--- config.mk ---
export PLATFORM = sky130hd
export DESIGN_NAME = masked_sbox_scheduler_flat
export DESIGN_NICKNAME = d
export VERILOG_FILES = /design/src/rtl/masked_sbox_scheduler_pkg.sv /design/src/rtl/masked_sbox_scheduler_if.sv /design/src/rtl/masked_sbox_scheduler_sbox_tag_pipe.sv /design/src/rtl/masked_sbox_scheduler.sv /design/src/flat_wrapper.sv
export SDC_FILE = /design/constraint.sdc
export NUM_CORES = 1
export LEC_CHECK = 0
export ABC_CLOCK_PERIOD_IN_PS = 2600
export CORE_MARGIN = 1.5
export CORE_UTILIZATION = 43
export CTS_BUF_LIST = sky130_fd_sc_hd__clkbuf_16
export DETAILED_ROUTE_END_ITERATION = 16
export GPL_TIMING_DRIVEN = 0
export PLACE_DENSITY = 0.85
export SYNTH_ARGS = -nofsm -noshare
export SYNTH_HDL_FRONTEND = slang
export SYNTH_SLANG_ARGS = --single-unit
--- constraint.sdc ---
create_clock -name ClkxCI -period 2.6 [get_ports ClkxCI]
set_input_delay 0.39 -clock ClkxCI [delete_from_list [all_inputs] [get_ports ClkxCI]]
set_output_delay 0.39 -clock ClkxCI [all_outputs]
set_load 0.1 [all_outputs]
--- src/rtl/masked_sbox_scheduler_pkg.sv ---
// masked_sbox_scheduler_pkg
// Shared constants for the masked S-box scheduler slice: response source
// encoding, FSM state encodings and the round-robin pick helper.
// No ports (package).
package masked_sbox_scheduler_pkg;

    typedef logic [1:0] state_t;

    localparam logic SRC_ST = 1'b0;
    localparam logic SRC_KY = 1'b1;

    localparam state_t STATE_IDLE  = 2'd0;
    localparam state_t STATE_ISSUE = 2'd1;
    localparam state_t STATE_DRAIN = 2'd2;

    // prioSrc names the requester that wins when both are valid.
    function automatic logic pickSrc(input logic stValid, input logic kyValid, input logic prioSrc);
        if (stValid && kyValid) return prioSrc;
        else if (kyValid)       return SRC_KY;
        else                    return SRC_ST;
    endfunction

endpackage

--- src/rtl/masked_sbox_scheduler_if.sv ---
// masked_sbox_scheduler_if
// Bundles every non-clock signal of the scheduler.
// Parameters: SHARES (Boolean shares per byte), TAG_W (requester tag width).
// Modports:
//   slave  - the scheduler: consumes requests, PRNG status, S-box output and
//            drain request; drives readies, S-box input, responses, status.
//   master - the surroundings (requesters, PRNG, S-box, response sink).
interface masked_sbox_scheduler_if #(
    parameter int SHARES = 2,
    parameter int TAG_W  = 4
);
    localparam int DATA_W = 8 * SHARES;

    logic              StValidxSI;
    logic              StReadyxSO;
    logic [DATA_W-1:0] StDataxDI;
    logic [TAG_W-1:0]  StTagxDI;
    logic              KyValidxSI;
    logic              KyReadyxSO;
    logic [DATA_W-1:0] KyDataxDI;
    logic [TAG_W-1:0]  KyTagxDI;
    logic              RndValidxSI;
    logic              RndReadyxSO;
    logic [DATA_W-1:0] SboxInxDO;
    logic [DATA_W-1:0] SboxOutxDI;
    logic              RspValidxSO;
    logic              RspSrcxSO;
    logic [TAG_W-1:0]  RspTagxDO;
    logic [DATA_W-1:0] RspDataxDO;
    logic              DrainReqxSI;
    logic              DrainDonexSO;
    logic              BusyxSO;

    modport slave (
        input  StValidxSI, StDataxDI, StTagxDI,
        input  KyValidxSI, KyDataxDI, KyTagxDI,
        input  RndValidxSI, SboxOutxDI, DrainReqxSI,
        output StReadyxSO, KyReadyxSO, RndReadyxSO, SboxInxDO,
        output RspValidxSO, RspSrcxSO, RspTagxDO, RspDataxDO,
        output DrainDonexSO, BusyxSO
    );

    modport master (
        output StValidxSI, StDataxDI, StTagxDI,
        output KyValidxSI, KyDataxDI, KyTagxDI,
        output RndValidxSI, SboxOutxDI, DrainReqxSI,
        input  StReadyxSO, KyReadyxSO, RndReadyxSO, SboxInxDO,
        input  RspValidxSO, RspSrcxSO, RspTagxDO, RspDataxDO,
        input  DrainDonexSO, BusyxSO
    );

endinterface

--- src/rtl/masked_sbox_scheduler_sbox_tag_pipe.sv ---
// sbox_tag_pipe
// Valid/src/tag shift register that runs alongside the S-box so each result
// can be labelled with its requester. One stage per cycle, bubbles shift in
// as invalid with zero src/tag.
// Ports:
//   ClkxCI, RstxBI        clock, asynchronous active-low reset
//   InValidxSI/InSrcxSI/InTagxDI     entry pushed this cycle (issue strobe)
//   OutValidxSO/OutSrcxSO/OutTagxDO  last stage (response side)
//   EmptyxSO              no valid entry in any stage
module sbox_tag_pipe #(
    parameter int DEPTH = 5,
    parameter int TAG_W = 4
) (
    input  logic             ClkxCI,
    input  logic             RstxBI,
    input  logic             InValidxSI,
    input  logic             InSrcxSI,
    input  logic [TAG_W-1:0] InTagxDI,
    output logic             OutValidxSO,
    output logic             OutSrcxSO,
    output logic [TAG_W-1:0] OutTagxDO,
    output logic             EmptyxSO
);

    logic [DEPTH-1:0] validxDP;
    logic [DEPTH-1:0] srcxDP;
    logic [TAG_W-1:0] tagxDP [DEPTH];

    always_ff @(posedge ClkxCI or negedge RstxBI) begin
        if (!RstxBI) begin
            validxDP <= '0;
            srcxDP   <= '0;
            for (int i = 0; i < DEPTH; i++) tagxDP[i] <= '0;
        end else begin
            validxDP  <= {validxDP[DEPTH-2:0], InValidxSI};
            srcxDP    <= {srcxDP[DEPTH-2:0], InValidxSI & InSrcxSI};
            tagxDP[0] <= InValidxSI ? InTagxDI : '0;
            for (int i = 1; i < DEPTH; i++) tagxDP[i] <= tagxDP[i-1];
        end
    end

    assign OutValidxSO = validxDP[DEPTH-1];
    assign OutSrcxSO   = srcxDP[DEPTH-1];
    assign OutTagxDO   = tagxDP[DEPTH-1];
    assign EmptyxSO    = ~|validxDP;

endmodule

--- src/rtl/masked_sbox_scheduler.sv ---
// masked_sbox_scheduler
// Shares one pipelined d-share masked AES S-box between the state datapath
// (ST) and the key schedule (KY). Issues at most one byte per cycle, only
// when the PRNG has a fresh mask set, and returns results in issue order
// labelled with source and tag. A drain sequence empties the pipe before
// key/round changes.
// Ports:
//   ClkxCI  clock
//   RstxBI  asynchronous active-low reset
//   Bus     masked_sbox_scheduler_if.slave (request handshakes, PRNG pop,
//           S-box in/out, responses, drain request/done, busy)
// Build option: KY_PRIORITY_EN defined -> KY wins every tie, no round-robin
// pointer; undefined -> round-robin starting with ST.
//
// state | meaning
// IDLE  | nothing pending; a request moves to ISSUE, a drain request is acked next cycle
// ISSUE | grants one request per cycle while masks are available
// DRAIN | grants blocked; leaves with a DrainDone pulse once the pipe is empty
module masked_sbox_scheduler
    import masked_sbox_scheduler_pkg::*;
#(
    parameter int SHARES  = 2,
    parameter int LATENCY = 4,
    parameter int TAG_W   = 4
) (
    input logic                   ClkxCI,
    input logic                   RstxBI,
    masked_sbox_scheduler_if.slave Bus
);

    localparam int DATA_W = 8 * SHARES;

    state_t            statexDP, statexDN;
    logic              idleDonexDP;
    logic [DATA_W-1:0] sboxInxDP;
    logic              anyValidxS;
    logic              grantSrcxS;
    logic              issuexS;
    logic              pipeEmptyxS;
    logic              rspValidxS;
    logic              rspSrcxS;
    logic [TAG_W-1:0]  rspTagxS;

    assign anyValidxS = Bus.StValidxSI | Bus.KyValidxSI;
    // A drain request in the same cycle suppresses the grant.
    assign issuexS = (statexDP == STATE_ISSUE) & Bus.RndValidxSI & anyValidxS & ~Bus.DrainReqxSI;

`ifdef KY_PRIORITY_EN
    assign grantSrcxS = Bus.KyValidxSI ? SRC_KY : SRC_ST;
`else
    logic prioxDP;

    assign grantSrcxS = pickSrc(Bus.StValidxSI, Bus.KyValidxSI, prioxDP);

    always_ff @(posedge ClkxCI or negedge RstxBI) begin
        if (!RstxBI)      prioxDP <= SRC_ST;
        else if (issuexS) prioxDP <= ~grantSrcxS;
    end
`endif

    always_comb begin
        statexDN = statexDP;
        case (statexDP)
            STATE_IDLE:  if (!Bus.DrainReqxSI && anyValidxS) statexDN = STATE_ISSUE;
            STATE_ISSUE: begin
                if (Bus.DrainReqxSI)                statexDN = STATE_DRAIN;
                else if (!anyValidxS && pipeEmptyxS) statexDN = STATE_IDLE;
            end
            STATE_DRAIN: if (pipeEmptyxS) statexDN = STATE_IDLE;
            default:     statexDN = STATE_IDLE;
        endcase
    end

    // The S-box input only changes on an issue: zeroing it on bubbles would
    // create transitions that recombine shares.
    always_ff @(posedge ClkxCI or negedge RstxBI) begin
        if (!RstxBI) begin
            statexDP    <= STATE_IDLE;
            idleDonexDP <= 1'b0;
            sboxInxDP   <= '0;
        end else begin
            statexDP    <= statexDN;
            idleDonexDP <= (statexDP == STATE_IDLE) & Bus.DrainReqxSI;
            if (issuexS) sboxInxDP <= (grantSrcxS == SRC_KY) ? Bus.KyDataxDI : Bus.StDataxDI;
        end
    end

    // LATENCY+1 stages: one for the input register, LATENCY for the S-box.
    sbox_tag_pipe #(
        .DEPTH(LATENCY + 1),
        .TAG_W(TAG_W)
    ) uTagPipe (
        .ClkxCI      (ClkxCI),
        .RstxBI      (RstxBI),
        .InValidxSI  (issuexS),
        .InSrcxSI    (grantSrcxS),
        .InTagxDI    ((grantSrcxS == SRC_KY) ? Bus.KyTagxDI : Bus.StTagxDI),
        .OutValidxSO (rspValidxS),
        .OutSrcxSO   (rspSrcxS),
        .OutTagxDO   (rspTagxS),
        .EmptyxSO    (pipeEmptyxS)
    );

    assign Bus.StReadyxSO   = issuexS & (grantSrcxS == SRC_ST);
    assign Bus.KyReadyxSO   = issuexS & (grantSrcxS == SRC_KY);
    assign Bus.RndReadyxSO  = issuexS;
    assign Bus.SboxInxDO    = sboxInxDP;
    assign Bus.RspValidxSO  = rspValidxS;
    assign Bus.RspSrcxSO    = rspSrcxS;
    assign Bus.RspTagxDO    = rspTagxS;
    assign Bus.RspDataxDO   = Bus.SboxOutxDI;
    assign Bus.DrainDonexSO = idleDonexDP | ((statexDP == STATE_DRAIN) & pipeEmptyxS);
    assign Bus.BusyxSO      = (statexDP != STATE_IDLE) | ~pipeEmptyxS;

endmodule

--- src/flat_wrapper.sv ---
// flat-port wrapper written by rule: the top's interface ports become plain ports
module masked_sbox_scheduler_flat import masked_sbox_scheduler_pkg::*;
#(
    parameter int SHARES  = 2,
    parameter int LATENCY = 4,
    parameter int TAG_W   = 4
)
  (ClkxCI, RstxBI, Bus_StValidxSI, Bus_StDataxDI, Bus_StTagxDI, Bus_KyValidxSI, Bus_KyDataxDI, Bus_KyTagxDI, Bus_RndValidxSI, Bus_SboxOutxDI, Bus_DrainReqxSI, Bus_StReadyxSO, Bus_KyReadyxSO, Bus_RndReadyxSO, Bus_SboxInxDO, Bus_RspValidxSO, Bus_RspSrcxSO, Bus_RspTagxDO, Bus_RspDataxDO, Bus_DrainDonexSO, Bus_BusyxSO);
  masked_sbox_scheduler_if #(.SHARES(SHARES), .TAG_W(TAG_W)) Bus_i ();
  input logic ClkxCI;
  input logic RstxBI;
  input wire logic [$bits(Bus_i.StValidxSI)-1:0] Bus_StValidxSI;
  input wire logic [$bits(Bus_i.StDataxDI)-1:0] Bus_StDataxDI;
  input wire logic [$bits(Bus_i.StTagxDI)-1:0] Bus_StTagxDI;
  input wire logic [$bits(Bus_i.KyValidxSI)-1:0] Bus_KyValidxSI;
  input wire logic [$bits(Bus_i.KyDataxDI)-1:0] Bus_KyDataxDI;
  input wire logic [$bits(Bus_i.KyTagxDI)-1:0] Bus_KyTagxDI;
  input wire logic [$bits(Bus_i.RndValidxSI)-1:0] Bus_RndValidxSI;
  input wire logic [$bits(Bus_i.SboxOutxDI)-1:0] Bus_SboxOutxDI;
  input wire logic [$bits(Bus_i.DrainReqxSI)-1:0] Bus_DrainReqxSI;
  output wire logic [$bits(Bus_i.StReadyxSO)-1:0] Bus_StReadyxSO;
  output wire logic [$bits(Bus_i.KyReadyxSO)-1:0] Bus_KyReadyxSO;
  output wire logic [$bits(Bus_i.RndReadyxSO)-1:0] Bus_RndReadyxSO;
  output wire logic [$bits(Bus_i.SboxInxDO)-1:0] Bus_SboxInxDO;
  output wire logic [$bits(Bus_i.RspValidxSO)-1:0] Bus_RspValidxSO;
  output wire logic [$bits(Bus_i.RspSrcxSO)-1:0] Bus_RspSrcxSO;
  output wire logic [$bits(Bus_i.RspTagxDO)-1:0] Bus_RspTagxDO;
  output wire logic [$bits(Bus_i.RspDataxDO)-1:0] Bus_RspDataxDO;
  output wire logic [$bits(Bus_i.DrainDonexSO)-1:0] Bus_DrainDonexSO;
  output wire logic [$bits(Bus_i.BusyxSO)-1:0] Bus_BusyxSO;
  assign Bus_i.StValidxSI = Bus_StValidxSI;
  assign Bus_i.StDataxDI = Bus_StDataxDI;
  assign Bus_i.StTagxDI = Bus_StTagxDI;
  assign Bus_i.KyValidxSI = Bus_KyValidxSI;
  assign Bus_i.KyDataxDI = Bus_KyDataxDI;
  assign Bus_i.KyTagxDI = Bus_KyTagxDI;
  assign Bus_i.RndValidxSI = Bus_RndValidxSI;
  assign Bus_i.SboxOutxDI = Bus_SboxOutxDI;
  assign Bus_i.DrainReqxSI = Bus_DrainReqxSI;
  assign Bus_StReadyxSO = Bus_i.StReadyxSO;
  assign Bus_KyReadyxSO = Bus_i.KyReadyxSO;
  assign Bus_RndReadyxSO = Bus_i.RndReadyxSO;
  assign Bus_SboxInxDO = Bus_i.SboxInxDO;
  assign Bus_RspValidxSO = Bus_i.RspValidxSO;
  assign Bus_RspSrcxSO = Bus_i.RspSrcxSO;
  assign Bus_RspTagxDO = Bus_i.RspTagxDO;
  assign Bus_RspDataxDO = Bus_i.RspDataxDO;
  assign Bus_DrainDonexSO = Bus_i.DrainDonexSO;
  assign Bus_BusyxSO = Bus_i.BusyxSO;
  masked_sbox_scheduler #(.SHARES(SHARES), .LATENCY(LATENCY), .TAG_W(TAG_W)) u_core (.ClkxCI(ClkxCI), .RstxBI(RstxBI), .Bus(Bus_i));
endmodule
==> impl_summary.md <==
Run status
The run finished with clean final reports.

Layout
The summed area of non-filler cells in the final layout is 3230 um^2. After filler insertion, the fill cell instance count of the layout stands at 369. Cells with a size suffix above 1 make up 15.4% of the layout.

The antenna diode count is 0. At the end of the flow, the number of nets in the layout was 340. The most common cell after layout, fill and taps aside is clkdlybuf4s50_1. From synthesis to final layout, the design area changed by 54.7%. The area used by multi-input combinational logic is 608 um^2. The library cells used most frequently in the layout, excluding fill and tap cells, are clkdlybuf4s50_1 (82), dfrtp_1 (50), buf_4 (22). Summing all flip-flop and latch instances after layout gives 1250 um^2.

Worst setup path
The biggest cell delay along the critical path is 580 ps. For the worst setup path, the data required time is 2210 ps. Along the worst path, the maximum fanout reaches 8. The worst setup path is launched from a primary input. The reg2reg setup slack is 1150 ps.

The largest individual stage delay along the critical path comes from the cell clkdlybuf4s15_2. The combined buffer and inverter count along the critical path is 3. Traced cell by cell, the critical path runs through clkdlybuf4s50_1, and4bb_1, buf_6, nand2_8, nor2_1, clkdlybuf4s15_2. The worst setup path is captured at an output port.

The worst setup path is of the primary input to output port kind. The top cell family by delay on the critical path is buffers and inverters. STA puts the critical path data arrival time at 2120 ps.

Global routing
The initial antenna violation count was 0. The residual overflow from global routing is 0. The wire length of the first global-routing pass is 7.38 mm. Entering global routing, the biggest net connects 27 pins.

Global routing consumed, over all layers together, 18.6% of the routing resources. The via count of the first global-routing pass is 1572.

Placement
The count of buffers added on input and output ports is 88. At the end of routability-driven placement, the weighted congestion stood at 0.763. The instance area at placement is 3060 um^2. The post-detailed-placement half-perimeter wirelength is 3.50 mm. The post-placement worst setup slack is -547 ps.

Synth
After synthesis the netlist holds a flip-flop and latch count of 50. The synthesized area per cell is 11.5 um^2. The number of warnings issued by yosys is 0.

The post-synthesis cell type count is 25. Counting every instance in the synthesized netlist gives 182. For this run, the register share of the synthesized area comes to 60.0%. The post-synth net total is 244. The total standard cell area after synthesis is 2080 um^2.

Min path
The class of the tightest hold or removal check is primary input to async pin.

Power
The static leakage is 0.00140 uW. Dividing total power by cell area gives a power density of 951 nW/um^2. The worst-case IR drop observed on VDD is 0.000538 V.

Detailed routing
The number of design rule violations left after detail routing is 0. Wires add up to 4.65 mm. The total number of vias is 1668. The detailed-route wire length per cell is 14.0 um. The pre-antenna-repair detailed-routing pass consisted of 4 iterations. The number of nets with antenna violations after detailed routing is 0. After detailed routing, the number of vias per cell comes to 5.01. The DRC violation total after the first TritonRoute iteration is 114.

Clocking
For this design, the CTS-stage hold fixing added 0 buffers. Clock tree synthesis found a total of 50 sinks. The register clock-pin slew on the reported worst setup and hold paths is 70 ps. TritonCTS built the clock tree.

TritonCTS created 5 clock buffers. After clock tree synthesis, the setup repair step added 0 buffers. The maximum buffer depth of the clock tree is 2. The CTS root buffer is clkbuf_16. The number of H-tree branching levels is 2. The insertion delay to the later sink of the worst-skew pair is 290 ps.

STA
The worst path setup slack after routing is 93.5 ps. The portion of the clock cycle consumed by the worst path in the final layout is 96.4%. The worst slew margin relative to its limit is 34.1%.

For this run, the top clock speed supported by timing is 399 MHz. The clock arrives with 3.20 ps of skew. The final-report max-slew violation count came to 0. The final hold violation count is 0. Setup repair after global routing left no endpoint under its margin. Subtracting the final worst setup slack from the clock period gives 2510 ps. The transition time at the pin with the least slew margin is 985 ps. The total setup violations reported at the end of the flow is 0.

Die
The area of the die is 5270 um^2. The vertical die dimension is 72.6 um. The number of standard-cell rows in the floorplan is 25. The floorplan step set the die width to 72.6 um.

The standard cell core area is 4690 um^2. The starting density of the core is 44.4%. 105 I/O pins were placed.

Job
The count of maximum capacitance violations is 0.
[per-layer routing]
layer | global-route usage (%) | wire, um | vias up
li1 | - | - | 809
met1 | 23.6 | 1970 | 774
met2 | 29.4 | 2210 | 77
met3 | 5.39 | 369 | 8
met4 | 8.81 | 109 | 0
met5 | 0 | 0 | -
[cell usage after synthesis]
cell type	count	share of area, %
and2b_1	1	0.36
and4bb_1	1	0.60
o22ai_1	1	0.30
o31ai_1	1	0.36
buf_2	1	0.24
nand3b_1	20	7.2
clkbuf_1	8	1.4
inv_1	2	0.36
buf_4	22	7.9
a21oi_1	20	4.8
mux2_4	1	0.72
and2_1	2	0.60
dfrtp_1	50	60
nor2_1	4	0.72
nand2_1	2	0.36
buf_6	2	1.1
or2_1	1	0.30
or4_1	1	0.36
a31oi_1	16	4.8
or2b_1	1	0.36
inv_6	1	0.42
nand2b_1	1	0.30
a211oi_1	1	0.36
o21ai_0	21	5.0
nand2_8	1	0.96
[cell type report]
| type | count | share of cell area, % |
|---|---|---|
| plain buffers | 33 | 6.90 |
| clock buffers | 5 | 3.88 |
| repair buffers | 89 | 27.5 |
| clock inverters | 3 | 1.47 |
| multi-input cells | 96 | 18.9 |
| inverters | 3 | 0.504 |
| well taps | 54 | 2.09 |
| flip-flops and latches | 50 | 38.8 |
[kinds of logic (layout without fill, tap and decap cells)]
kind of cell,Yosys count,count (layout),share of synthesized area (%)
muxes,1,1,0.720
and+or+nand+nor,35,35,12.1
buffers and inverters,36,133,11.5
AOI/OAI and AO/OA,60,60,15.7
DFF,50,50,60.0
[worst register-to-register path, stage by stage (launching register included)]
cell,delay (ps)
dfrtp_1,410
and4bb_1,300
buf_6,150
nand2_8,80
inv_6,100
mux2_4,300
[flip-flops by register name, summed over array words and instances (netlist names)]
| name | count |
|---|---|
| u_core.statexDP | 2 |
| u_core.uTagPipe.tagxDP | 16 |
| u_core.uTagPipe.OutTagxDO | 4 |
| u_core.uTagPipe.srcxDP | 5 |
| u_core.idleDonexDP | 1 |
| u_core.Bus.SboxInxDO | 16 |
| u_core.prioxDP | 1 |
| u_core.uTagPipe.validxDP | 5 |
[path summary, 6_finish.rpt]
path	from	to	cells after the start
min in group ClkxCI	u_core.uTagPipe.tagxDP[8]	u_core.uTagPipe.tagxDP[4]	0
hold reg to reg	u_core.uTagPipe.tagxDP[8]	u_core.uTagPipe.tagxDP[4]	0
setup reg to reg	u_core.statexDP[1]	u_core.prioxDP	5
max in group asynchronous	RstxBI	u_core.Bus.SboxInxDO[8]	2
setup / recovery	Bus_DrainReqxSI	Bus_KyReadyxSO	6
hold / removal	RstxBI	u_core.uTagPipe.srcxDP[4]	1
[timing repair]
item,4_1_cts,5_1_grt
endpoints found under the setup margin,5,2
hold endpoints to repair,0,0
resized for setup,13,4
[metrics by stage]
| step | TNS (ps) | std cells | hold slack [ps] | total power (uW) | utilization [%] |
|---|---|---|---|---|---|
| CTS | 0 | 333 | 92.0 | 3090 | 69.0 |
| detailed placement | -1650 | 325 | 335 | 2350 | 65.3 |
| finish | 0 | 333 | 80.0 | 3070 | 68.7 |
| global route | 0 | 333 | 120 | 3180 | 68.7 |
| global placement | -9340 | 324 | 332 | 2330 | 64.9 |
| floorplan | 0 | 182 | 94.4 | 1980 | - |
[power breakdown]
group	internal, uW	total [uW]	switching, uW	leakage [uW]
Sequential	885	947	62.1	0.000647
Combinational	364	1380	1010	0.000673
Clock	459	743	284	0.0000844
Total	1710	3070	1360	0.00140
(Power assumes the default switching activity.)
